==> src/rtl/sd_block_read_controller_pkg.sv <==
// Shared constants for the SD CMD17 single-block read path: FSM encodings,
// command/token bytes and abort codes.
package sd_block_read_controller_pkg;

  localparam logic [4:0] S_IDLE       = 5'd0;
  localparam logic [4:0] S_PRE        = 5'd1;
  localparam logic [4:0] S_SEND_CMD   = 5'd2;
  localparam logic [4:0] S_WAIT_R1    = 5'd3;
  localparam logic [4:0] S_WAIT_TOKEN = 5'd4;
  localparam logic [4:0] S_READ_DATA  = 5'd5;
  localparam logic [4:0] S_READ_CRC   = 5'd6;
  localparam logic [4:0] S_FINISH     = 5'd7;

  localparam logic [7:0] CMD17_OP   = 8'h51;
  localparam logic [7:0] DATA_TOKEN = 8'hFE;
  localparam logic [7:0] DUMMY_CRC  = 8'hFF;
  localparam logic [7:0] R1_READY   = 8'h00;
  localparam logic [7:0] IDLE_BYTE  = 8'hFF;

  localparam logic [1:0] ERR_NONE     = 2'd0;
  localparam logic [1:0] ERR_R1       = 2'd1;
  localparam logic [1:0] ERR_TOKEN    = 2'd2;
  localparam logic [1:0] ERR_OVERFLOW = 2'd3;

  localparam int BLOCK_BYTES_DEF = 512;

  // SDSC cards take a byte address, SDHC cards take the block number directly.
  function automatic logic [31:0] cmd17_arg(input logic [31:0] blk, input logic byte_addr);
    return byte_addr ? {blk[22:0], 9'd0} : blk;
  endfunction

endpackage

==> src/rtl/sd_spi_byte_shifter.sv <==
// SPI mode-0 byte engine: MOSI launched on negedge, MISO sampled on posedge,
// MSB first, with a strobe on the posedge that completes each byte.
module sd_spi_byte_shifter (
  input  logic       d_clock,
  input  logic       reset_PB_down,
  input  logic       active,
  input  logic [7:0] tx_byte,
  input  logic       miso,
  output logic       mosi,
  output logic       byte_done,
  output logic [7:0] rx_byte
);

  logic [2:0] bit_cnt_q, bit_cnt_d;
  logic [6:0] rx_q, rx_d;
  logic       mosi_q, mosi_d;

  always_comb begin
    bit_cnt_d = active ? bit_cnt_q + 3'd1 : 3'd0;
    rx_d      = active ? {rx_q[5:0], miso} : rx_q;
    mosi_d    = active ? tx_byte[~bit_cnt_q] : 1'b1;
  end

  always_ff @(posedge d_clock or posedge reset_PB_down) begin
    if (reset_PB_down) begin
      bit_cnt_q <= 3'd0;
      rx_q      <= 7'd0;
    end else begin
      bit_cnt_q <= bit_cnt_d;
      rx_q      <= rx_d;
    end
  end

  // The bit index seen here was settled by the preceding posedge.
  always_ff @(negedge d_clock or posedge reset_PB_down) begin
    if (reset_PB_down) mosi_q <= 1'b1;
    else               mosi_q <= mosi_d;
  end

  assign mosi      = mosi_q;
  assign byte_done = active && (bit_cnt_q == 3'd7);
  assign rx_byte   = {rx_q, miso};

endmodule

==> src/rtl/sd_block_read_controller.sv <==
// CMD17 single-block read sequencer: issues the command, scans for R1 and the
// start token, and streams the data bytes into the downstream FIFO.
module sd_block_read_controller
  import sd_block_read_controller_pkg::*;
#(
  parameter int BLOCK_BYTES   = BLOCK_BYTES_DEF,
  parameter int R1_TIMEOUT    = 8,
  parameter int TOKEN_TIMEOUT = 1024,
  parameter int BYTE_ADDR     = 1
) (
  input  logic        d_clock,
  input  logic        reset_PB_down,
  input  logic        start,
  input  logic [31:0] block_addr,
  input  logic        card_ready,
  input  logic        MISO,
  output logic        CS,
  output logic        MOSI,
  output logic        busy,
  output logic        done,
  output logic        error,
  output logic [1:0]  err_code,
  output logic [7:0]  fifo_data_in,
  output logic        fifo_push,
  input  logic        fifo_full
);

  logic [4:0]  state_q, state_d;
  logic [9:0]  cnt_q, cnt_d;
  logic [31:0] arg_q, arg_d;
  logic [1:0]  err_pend_q, err_pend_d;
  logic [1:0]  err_code_q, err_code_d;
  logic        done_q, done_d, error_q, error_d, push_q, push_d;
  logic [7:0]  data_q, data_d;
  logic [7:0]  tx_byte, rx_byte;
  logic        byte_done;

  sd_spi_byte_shifter u_shifter (
    .d_clock       (d_clock),
    .reset_PB_down (reset_PB_down),
    .active        (state_q != S_IDLE),
    .tx_byte       (tx_byte),
    .miso          (MISO),
    .mosi          (MOSI),
    .byte_done     (byte_done),
    .rx_byte       (rx_byte)
  );

  // Only the command phase drives anything but all-ones onto MOSI.
  always_comb begin
    tx_byte = IDLE_BYTE;
    if (state_q == S_SEND_CMD) begin
      case (cnt_q[2:0])
        3'd0:    tx_byte = CMD17_OP;
        3'd1:    tx_byte = arg_q[31:24];
        3'd2:    tx_byte = arg_q[23:16];
        3'd3:    tx_byte = arg_q[15:8];
        3'd4:    tx_byte = arg_q[7:0];
        default: tx_byte = DUMMY_CRC;
      endcase
    end
  end

  always_comb begin
    state_d    = state_q;
    cnt_d      = cnt_q;
    arg_d      = arg_q;
    err_pend_d = err_pend_q;
    err_code_d = err_code_q;
    done_d     = 1'b0;
    error_d    = 1'b0;
    push_d     = 1'b0;
    data_d     = data_q;
    case (state_q)
      S_IDLE: if (start && card_ready) begin
        arg_d      = cmd17_arg(block_addr, BYTE_ADDR != 0);
        err_code_d = ERR_NONE;
        err_pend_d = ERR_NONE;
        cnt_d      = '0;
        state_d    = S_PRE;
      end
      S_PRE: if (byte_done) state_d = S_SEND_CMD;
      S_SEND_CMD: if (byte_done) begin
        if (cnt_q == 10'd5) begin
          cnt_d   = '0;
          state_d = S_WAIT_R1;
        end else cnt_d = cnt_q + 10'd1;
      end
      S_WAIT_R1: if (byte_done) begin
        if (rx_byte == R1_READY) begin
          cnt_d   = '0;
          state_d = S_WAIT_TOKEN;
        end else if (rx_byte == IDLE_BYTE && cnt_q != 10'(R1_TIMEOUT - 1)) begin
          cnt_d = cnt_q + 10'd1;
        end else begin
          cnt_d      = '0;
          err_pend_d = ERR_R1;
          state_d    = S_FINISH;
        end
      end
      S_WAIT_TOKEN: if (byte_done) begin
        if (rx_byte == DATA_TOKEN) begin
          cnt_d   = '0;
          state_d = S_READ_DATA;
        end else if (rx_byte == IDLE_BYTE && cnt_q != 10'(TOKEN_TIMEOUT - 1)) begin
          cnt_d = cnt_q + 10'd1;
        end else begin
          cnt_d      = '0;
          err_pend_d = ERR_TOKEN;
          state_d    = S_FINISH;
        end
      end
      // The card keeps clocking out data, so a full FIFO can only abort.
      S_READ_DATA: if (byte_done) begin
        if (fifo_full) begin
          cnt_d      = '0;
          err_pend_d = ERR_OVERFLOW;
          state_d    = S_FINISH;
        end else begin
          push_d = 1'b1;
          data_d = rx_byte;
          if (cnt_q == 10'(BLOCK_BYTES - 1)) begin
            cnt_d   = '0;
            state_d = S_READ_CRC;
          end else cnt_d = cnt_q + 10'd1;
        end
      end
      S_READ_CRC: if (byte_done) begin
        if (cnt_q == 10'd1) begin
          cnt_d   = '0;
          state_d = S_FINISH;
        end else cnt_d = cnt_q + 10'd1;
      end
      S_FINISH: if (byte_done) begin
        state_d = S_IDLE;
        if (err_pend_q != ERR_NONE) begin
          error_d    = 1'b1;
          err_code_d = err_pend_q;
        end else done_d = 1'b1;
      end
      default: state_d = S_IDLE;
    endcase
  end

  always_ff @(posedge d_clock or posedge reset_PB_down) begin
    if (reset_PB_down) begin
      state_q    <= S_IDLE;
      cnt_q      <= '0;
      arg_q      <= '0;
      err_pend_q <= ERR_NONE;
      err_code_q <= ERR_NONE;
      done_q     <= 1'b0;
      error_q    <= 1'b0;
      push_q     <= 1'b0;
      data_q     <= '0;
    end else begin
      state_q    <= state_d;
      cnt_q      <= cnt_d;
      arg_q      <= arg_d;
      err_pend_q <= err_pend_d;
      err_code_q <= err_code_d;
      done_q     <= done_d;
      error_q    <= error_d;
      push_q     <= push_d;
      data_q     <= data_d;
    end
  end

  assign CS           = (state_q == S_IDLE) || (state_q == S_FINISH);
  assign busy         = (state_q != S_IDLE);
  assign done         = done_q;
  assign error        = error_q;
  assign err_code     = err_code_q;
  assign fifo_push    = push_q;
  assign fifo_data_in = data_q;

endmodule

==> config.mk <==
export PLATFORM = sky130hd
export DESIGN_NAME = sd_block_read_controller
export DESIGN_NICKNAME = d
export VERILOG_FILES = /design/src/rtl/sd_block_read_controller_pkg.sv /design/src/rtl/sd_spi_byte_shifter.sv /design/src/rtl/sd_block_read_controller.sv
export SDC_FILE = /design/constraint.sdc
export NUM_CORES = 1
export LEC_CHECK = 0
export BUFFER_PORTS_ARGS = -buffer_cell sky130_fd_sc_hd__buf_2
export CAP_MARGIN = 20
export CELL_PAD_IN_SITES_DETAIL_PLACEMENT = 0
export CELL_PAD_IN_SITES_GLOBAL_PLACEMENT = 1
export CORE_UTILIZATION = 45
export CTS_BUF_LIST = sky130_fd_sc_hd__clkbuf_8
export CTS_CLUSTER_DIAMETER = 150
export DETAILED_ROUTE_END_ITERATION = 12
export GPL_ROUTABILITY_DRIVEN = 1
export PLACE_DENSITY = 0.89
export SLEW_MARGIN = 10
export SYNTH_ARGS = -nofsm -noshare
export SYNTH_HDL_FRONTEND = slang
export SYNTH_SLANG_ARGS = --single-unit
==> constraint.sdc <==
create_clock -name d_clock -period 2.8 [get_ports d_clock]
set_input_delay 0.28 -clock d_clock [delete_from_list [all_inputs] [get_ports d_clock]]
set_output_delay 0.28 -clock d_clock [all_outputs]
set_load 0.02 [all_outputs]
==> results.json, run 1 <==
{
  "detail-route-antenna-nets": 0,
  "gr-total-overflow": 0,
  "port_buffers": 44,
  "synth-seq-cells": 62,
  "netlist-cell-type-count": 53,
  "final_util_pct": 57.9,
  "comb_power_share_pct": 31.1,
  "tns_ps": -375,
  "cts.sinks": 62,
  "grt_max_degree": 62,
  "startpoint": "cnt_q[1]$_DFFE_PP0P_",
  "crit_end": "u_shifter.mosi$_DFF_NP1_",
  "antenna_found_initial": 0,
  "path_max_fanout": 8,
  "die_x_um": 84.5,
  "synth.cell_area_mm2": 0.00306,
  "crit_slowest_cell": "dfrtp_2",
  "syn_avg_cell_area_um2": 10.7,
  "clkPwrFrac_pct": 25.9,
  "async_flop_share_pct": 100,
  "syn_nets": 331,
  "fin_area_mm2": 0.00374,
  "grt_pass1_wl_mm": 11.4,
  "rsz0062_at_grt": "yes",
  "fp.coreArea_mm2": 0.00646,
  "placementRows": 29,
  "fillers": 556,
  "maxCapViolations": 0,
  "min-delay-start": "block_addr[8]",
  "rr_worst_depth": 7,
  "start_kind": "flip-flop",
  "p_int_w": 0.00214,
  "power.total_w": 0.00319,
  "layout_commonest_cell": "dfrtp_1",
  "end_kind": "flip-flop",
  "r2r-end": "u_shifter.mosi$_DFF_NP1_",
  "setup_viol": 1,
  "fp.dieH_um": 84.5,
  "r2r-start": "cnt_q[1]$_DFFE_PP0P_",
  "power_switching_share_pct": 33.0,
  "violations": "DRC, setup timing",
  "p_sw_w": 0.00106,
  "final_cell_mix": "dfrtp_1, buf_2, nand2_1",
  "crit_type": "reg -> reg",
  "seq_area_mm2": 0.00156,
  "seqPwrFrac_pct": 43.0,
  "p_per_area_mw_per_mm2": 855,
  "crit_path_max_incr_delay_ps": 430,
  "synth_edf_count": 0,
  "path_depth": 7,
  "cts.htree.levels": 3,
  "peakVddDrop_mv": 0.306,
  "routed_wl_mm": 6.51,
  "status": "complete, but fails checks",
  "area_growth_syn_to_layout_pct": 22.2,
  "route.detailed.drc": 10,
  "netlist_instances": 286,
  "grt_use_total_pct": 20.7,
  "gp_congestion": 0.804,
  "first_pass_iters": 10,
  "worstPathArrival_ps": 2080,
  "setup_ws_ps": -375,
  "hold_slack_ps": 162,
  "final_nets": 391,
  "crit_chain": "inv_1, ha_4, a221oi_1, a21oi_1, a211oi_2, nor4b_1, or3_1",
  "grt_pass1_vias": 2433,
  "post_drt_wl_per_cell_um": 15.2,
  "holdCritPathClass": "in -> reg",
  "diodes": 0,
  "synth_warnings": 0,
  "dp_hpwl_mm": 4.45,
  "yosys_most_used_dff": "dfrtp_1",
  "drt-vias-per-instance": 5.60,
  "cts_tree": "done",
  "clk_latency_ps": 380,
  "drive_gt1_share_pct": 37.3,
  "path_delay_family": "compound AO/OA/AOI/OAI gates",
  "place_area_mm2": 0.00348,
  "cp.required_ps": 1700,
  "initial_core_util_pct": 47.4,
  "slew_viol_final": 0,
  "vias": 2397,
  "worst_slew_pin_slew_ps": 847,
  "io_pins": 54,
  "slew_headroom_pct": 43.3,
  "multi_input_area_mm2": 0.00145,
  "cts_root_buf": "clkbuf_8",
  "cts_hold_buf": 0,
  "reg2reg_slack_ps": -380,
  "critPathBufInv": 1,
  "numCtsBuffers": 9,
  "hold_viol_final": 0,
  "drt_iter0_drc": 150,
  "seq_area_frac_synth_pct": 50.8,
  "cts.clk_slew.worst_paths_ps": 70,
  "die_area_mm2": 0.00713,
  "clock_skew_ps": 46.7,
  "p_leak_nw": 1.73,
  "cts_max_path_buffers": 2
}
==> worst min path at each step <==
stage | cells after the start | end
4_1_cts | 2 | arg_q[17]$_DFFE_PP0P_
5_1_grt | 2 | arg_q[25]$_DFFE_PP0P_
3_3_place_gp | 1 | done$_DFF_PP0_
6_report | 2 | arg_q[17]$_DFFE_PP0P_
3_5_place_dp | 1 | done$_DFF_PP0_
2_1_floorplan | 1 | arg_q[10]$_DFFE_PP0P_
==> synthesized netlist by cell type (2+ instances only) <==
cell	n	share of area, %
and3_1	2	0.41
a21oi_1	14	2.3
a2bb2oi_1	2	0.57
o21ai_0	9	1.5
o2bb2ai_1	3	0.86
a22oi_1	4	0.98
xor2_1	2	0.57
clkbuf_1	13	1.6
nand3_1	9	1.5
nor4b_1	3	0.86
a222oi_1	2	0.65
nor3b_1	2	0.49
o211ai_1	4	0.98
nor2b_1	3	0.61
nand2b_1	3	0.61
a221oi_1	2	0.57
xnor2_1	3	0.86
nand4_1	4	0.82
a211oi_1	4	0.98
inv_1	8	0.98
or3_1	2	0.41
nand2_1	34	4.2
mux2_2	33	12
ha_1	7	2.9
a32oi_1	2	0.57
dfrtp_1	61	50
nor3_1	6	0.98
nor4_1	4	0.82
nor2_1	14	1.7
buf_2	4	0.65
==> layer usage <==
metal  up-vias  routed length [um]  GRT usage [%]
li1       1165                   -              -
met1      1169                3000           26.3
met2        49                3110           34.1
met3        14                 276           3.93
met4         0                 123           10.6
met5         -                   0              0
==> power by group through the flow <==
stage | clock [W] | combinational (W) | sequential (W)
after global routing | 0.000892 | 0.00111 | 0.00141
after detailed placement | 0.00000447 | 0.000962 | 0.00138
after global placement | 0.00000447 | 0.000929 | 0.00137
after CTS | 0.000848 | 0.000988 | 0.00137
after floorplan | 0.00000447 | 0.000676 | 0.00132
final | 0.000827 | 0.000993 | 0.00137
==> sequential cells by signal, summed over array words and instances, names as in the netlist <==
register             flops
err_pend_q               2
arg_q                   23
u_shifter.rx_q           7
cnt_q                   10
u_shifter.mosi           1
done                     1
fifo_data_in             8
state_q                  3
fifo_push                1
err_code                 2
error                    1
u_shifter.bit_cnt_q      3
==> kinds of logic (layout without fill, tap and decap cells) <==
logic type      after synthesis  count (layout)  share of synthesized area (%)
buf+inv                      26              91                           3.35
mux                          35              35                           13.0
flops                        62              62                           50.8
simple gates                 94              94                           15.5
xor+xnor                      5               5                           1.43
fa+ha+maj                     7               7                           2.86
compound gates               57              57                           13.1
==> metrics by stage <==
stage | worst slack, ps | cells
2_1_floorplan | -416 | 286
3_3_place_gp | -408 | 411
3_5_place_dp | -491 | 411
4_1_cts | -336 | 428
5_1_grt | -478 | 428
6_report | -375 | 428
==> layout make-up <==
cell class / instances / area share, %
Sequential cell: 62 / 41.6
Multi-Input combinational cell: 198 / 38.9
Tap cell: 77 / 2.58
Clock buffer: 12 / 4.42
Clock inverter: 5 / 1.31
Inverter: 8 / 0.904
Timing Repair Buffer: 66 / 10.3
==> repair_timing <==
action | in CTS | in global routing
pin swaps | 2 | 0
resized for setup | 7 | 1
endpoints found under the setup margin | 1 | 1
gates cloned | 0 | 0
buffers inserted | 1 | 0
Note: power is estimated with default switching activity, not from simulation.
==> inputs of run 2 (changes only) <==
==> constraint.sdc (replaced) <==
create_clock -name d_clock -period 3.6 [get_ports d_clock]
set_input_delay 0.36 -clock d_clock [delete_from_list [all_inputs] [get_ports d_clock]]
set_output_delay 0.36 -clock d_clock [all_outputs]
set_load 0.02 [all_outputs]
==> results.json, run 2 (synthesis results as in run 1) <==
{
  "grt_max_degree": 62,
  "dp_slack_ps": -106,
  "slew_headroom_pct": 45.7,
  "placedCellCount": 405,
  "drt-vias-per-instance": 5.57,
  "violations": "DRC",
  "setup_viol": 0,
  "peakVddDrop_mv": 0.355,
  "slew_viol_final": 0,
  "largest_reg_flops": 23,
  "worst_slew_pin_slew_ps": 811,
  "status": "complete, but fails checks",
  "cts_setup_buffers": 0,
  "die_x_um": 84.5,
  "holdCritPathClass": "in -> reg",
  "seq_area_mm2": 0.00156,
  "detail-route-antenna-nets": 0,
  "hold_end": "arg_q[17]$_DFFE_PP0P_",
  "regMostFlops": "arg_q",
  "post_drt_wl_per_cell_um": 15.4,
  "fin_area_mm2": 0.00369,
  "crit_path_max_incr_delay_ps": 430,
  "worstPathArrival_ps": 2080,
  "power.total_w": 0.00250,
  "numCtsBuffers": 9,
  "cp.required_ps": 2100,
  "port_buffers": 44,
  "cts_root_buf": "clkbuf_8",
  "crit_slowest_cell": "dfrtp_2",
  "cts.clk_slew.worst_paths_ps": 70,
  "io_pins": 54,
  "clk_latency_ps": 380,
  "hold_viol_final": 0,
  "reg2reg_slack_ps": 10,
  "cts_max_path_buffers": 2,
  "final_nets": 384,
  "antenna_found_initial": 0,
  "area_growth_syn_to_layout_pct": 20.6,
  "dp_hpwl_mm": 4.51,
  "final_cell_mix": "dfrtp_1, buf_2, nand2_1",
  "setup_ws_ps": 11.4,
  "initial_core_util_pct": 47.4,
  "die_area_mm2": 0.00713,
  "fillers": 579,
  "drive_gt1_share_pct": 36.0,
  "fp.dieH_um": 84.5,
  "tns_ps": 0,
  "start_kind": "flip-flop",
  "grt_use_total_pct": 20.2,
  "min-delay-start": "block_addr[8]",
  "maxCapViolations": 0,
  "fp.coreArea_mm2": 0.00646,
  "p_per_area_mw_per_mm2": 677,
  "clock_skew_ps": 37.7,
  "grt_pass1_wl_mm": 11.1,
  "instances_no_fill": 421,
  "routed_wl_mm": 6.47,
  "cts.sinks": 62,
  "drt_iter0_drc": 160,
  "gr-total-overflow": 0,
  "hold_depth": 2,
  "cts.htree.levels": 3,
  "route.detailed.drc": 4,
  "end_kind": "flip-flop",
  "r2r-end": "u_shifter.mosi$_DFF_NP1_",
  "rsz0062_at_grt": "yes",
  "rr_worst_depth": 7,
  "placementRows": 29,
  "vias": 2344,
  "first_pass_iters": 10,
  "cts_tree": "done",
  "path_max_fanout": 8,
  "layout_commonest_cell": "dfrtp_1",
  "place_area_mm2": 0.00343,
  "gp_congestion": 0.809,
  "diodes": 0,
  "crit_chain": "inv_1, ha_2, a221oi_1, a21oi_1, a211oi_1, nor4b_1, or3_1",
  "crit_type": "reg -> reg",
  "multi_input_area_mm2": 0.00144,
  "p_leak_nw": 1.70,
  "r2r-start": "cnt_q[1]$_DFFE_PP0P_",
  "grt_pass1_vias": 2355
}
[run 2: cell type report]
class,count,share of cell area [%]
Tap cell,77,2.61
Inverter,8,0.814
Clock inverter,5,1.97
Clock buffer,12,4.48
Timing Repair Buffer,59,9.02
Multi-Input combinational cell,198,39.0
Sequential cell,62,42.1
[run 2: worst max-delay path by stage]
stage                               startpoint                        to
after detailed placement  cnt_q[0]$_DFFE_PP0P_  u_shifter.mosi$_DFF_NP1_
after floorplan           cnt_q[0]$_DFFE_PP0P_  u_shifter.mosi$_DFF_NP1_
final                     cnt_q[1]$_DFFE_PP0P_  u_shifter.mosi$_DFF_NP1_
after global placement    cnt_q[0]$_DFFE_PP0P_  u_shifter.mosi$_DFF_NP1_
after CTS                 cnt_q[1]$_DFFE_PP0P_  u_shifter.mosi$_DFF_NP1_
after global routing      cnt_q[1]$_DFFE_PP0P_  u_shifter.mosi$_DFF_NP1_
[run 2: timing repair]
item                                    in CTS  in global routing
endpoints found under the setup margin       1                  1
pin swaps                                    1                  2
gates cloned                                 0                  0
resized for setup                            6                  0
hold buffers                                 0                  0
[run 2: report_power, final]
part	switching [W]	internal, W	leakage, nW
Sequential	0.000172	0.000904	0.793
Combinational	0.000364	0.000347	0.787
Clock	0.000269	0.000444	0.125
[run 2: routing by layer]
layer	wire, um	vias to the layer above	global-route usage [%]
met5	0	-	0
met4	110	0	8.01
met3	249	8	6.19
met2	3050	37	32.2
met1	3050	1150	25.9
li1	-	1149	-
[run 2: critical path, delay by kind of cell (launching register included)]
family | cells | cell delay, ps
buffers and inverters | 1 | 80
adder cells (fa/ha/maj) | 1 | 230
flip-flops | 1 | 430
AND/OR/NAND/NOR | 2 | 400
AO/OA/AOI/OAI | 3 | 600
[run 2: per-stage QoR]
| step | utilization [%] | hold WS, ps |
|---|---|---|
| after detailed placement | 53.1 | 480 |
| after global placement | 53.1 | 479 |
| after floorplan | - | 456 |
| after global routing | 57.1 | 232 |
| after CTS | 57.1 | 227 |
| final | 57.1 | 238 |
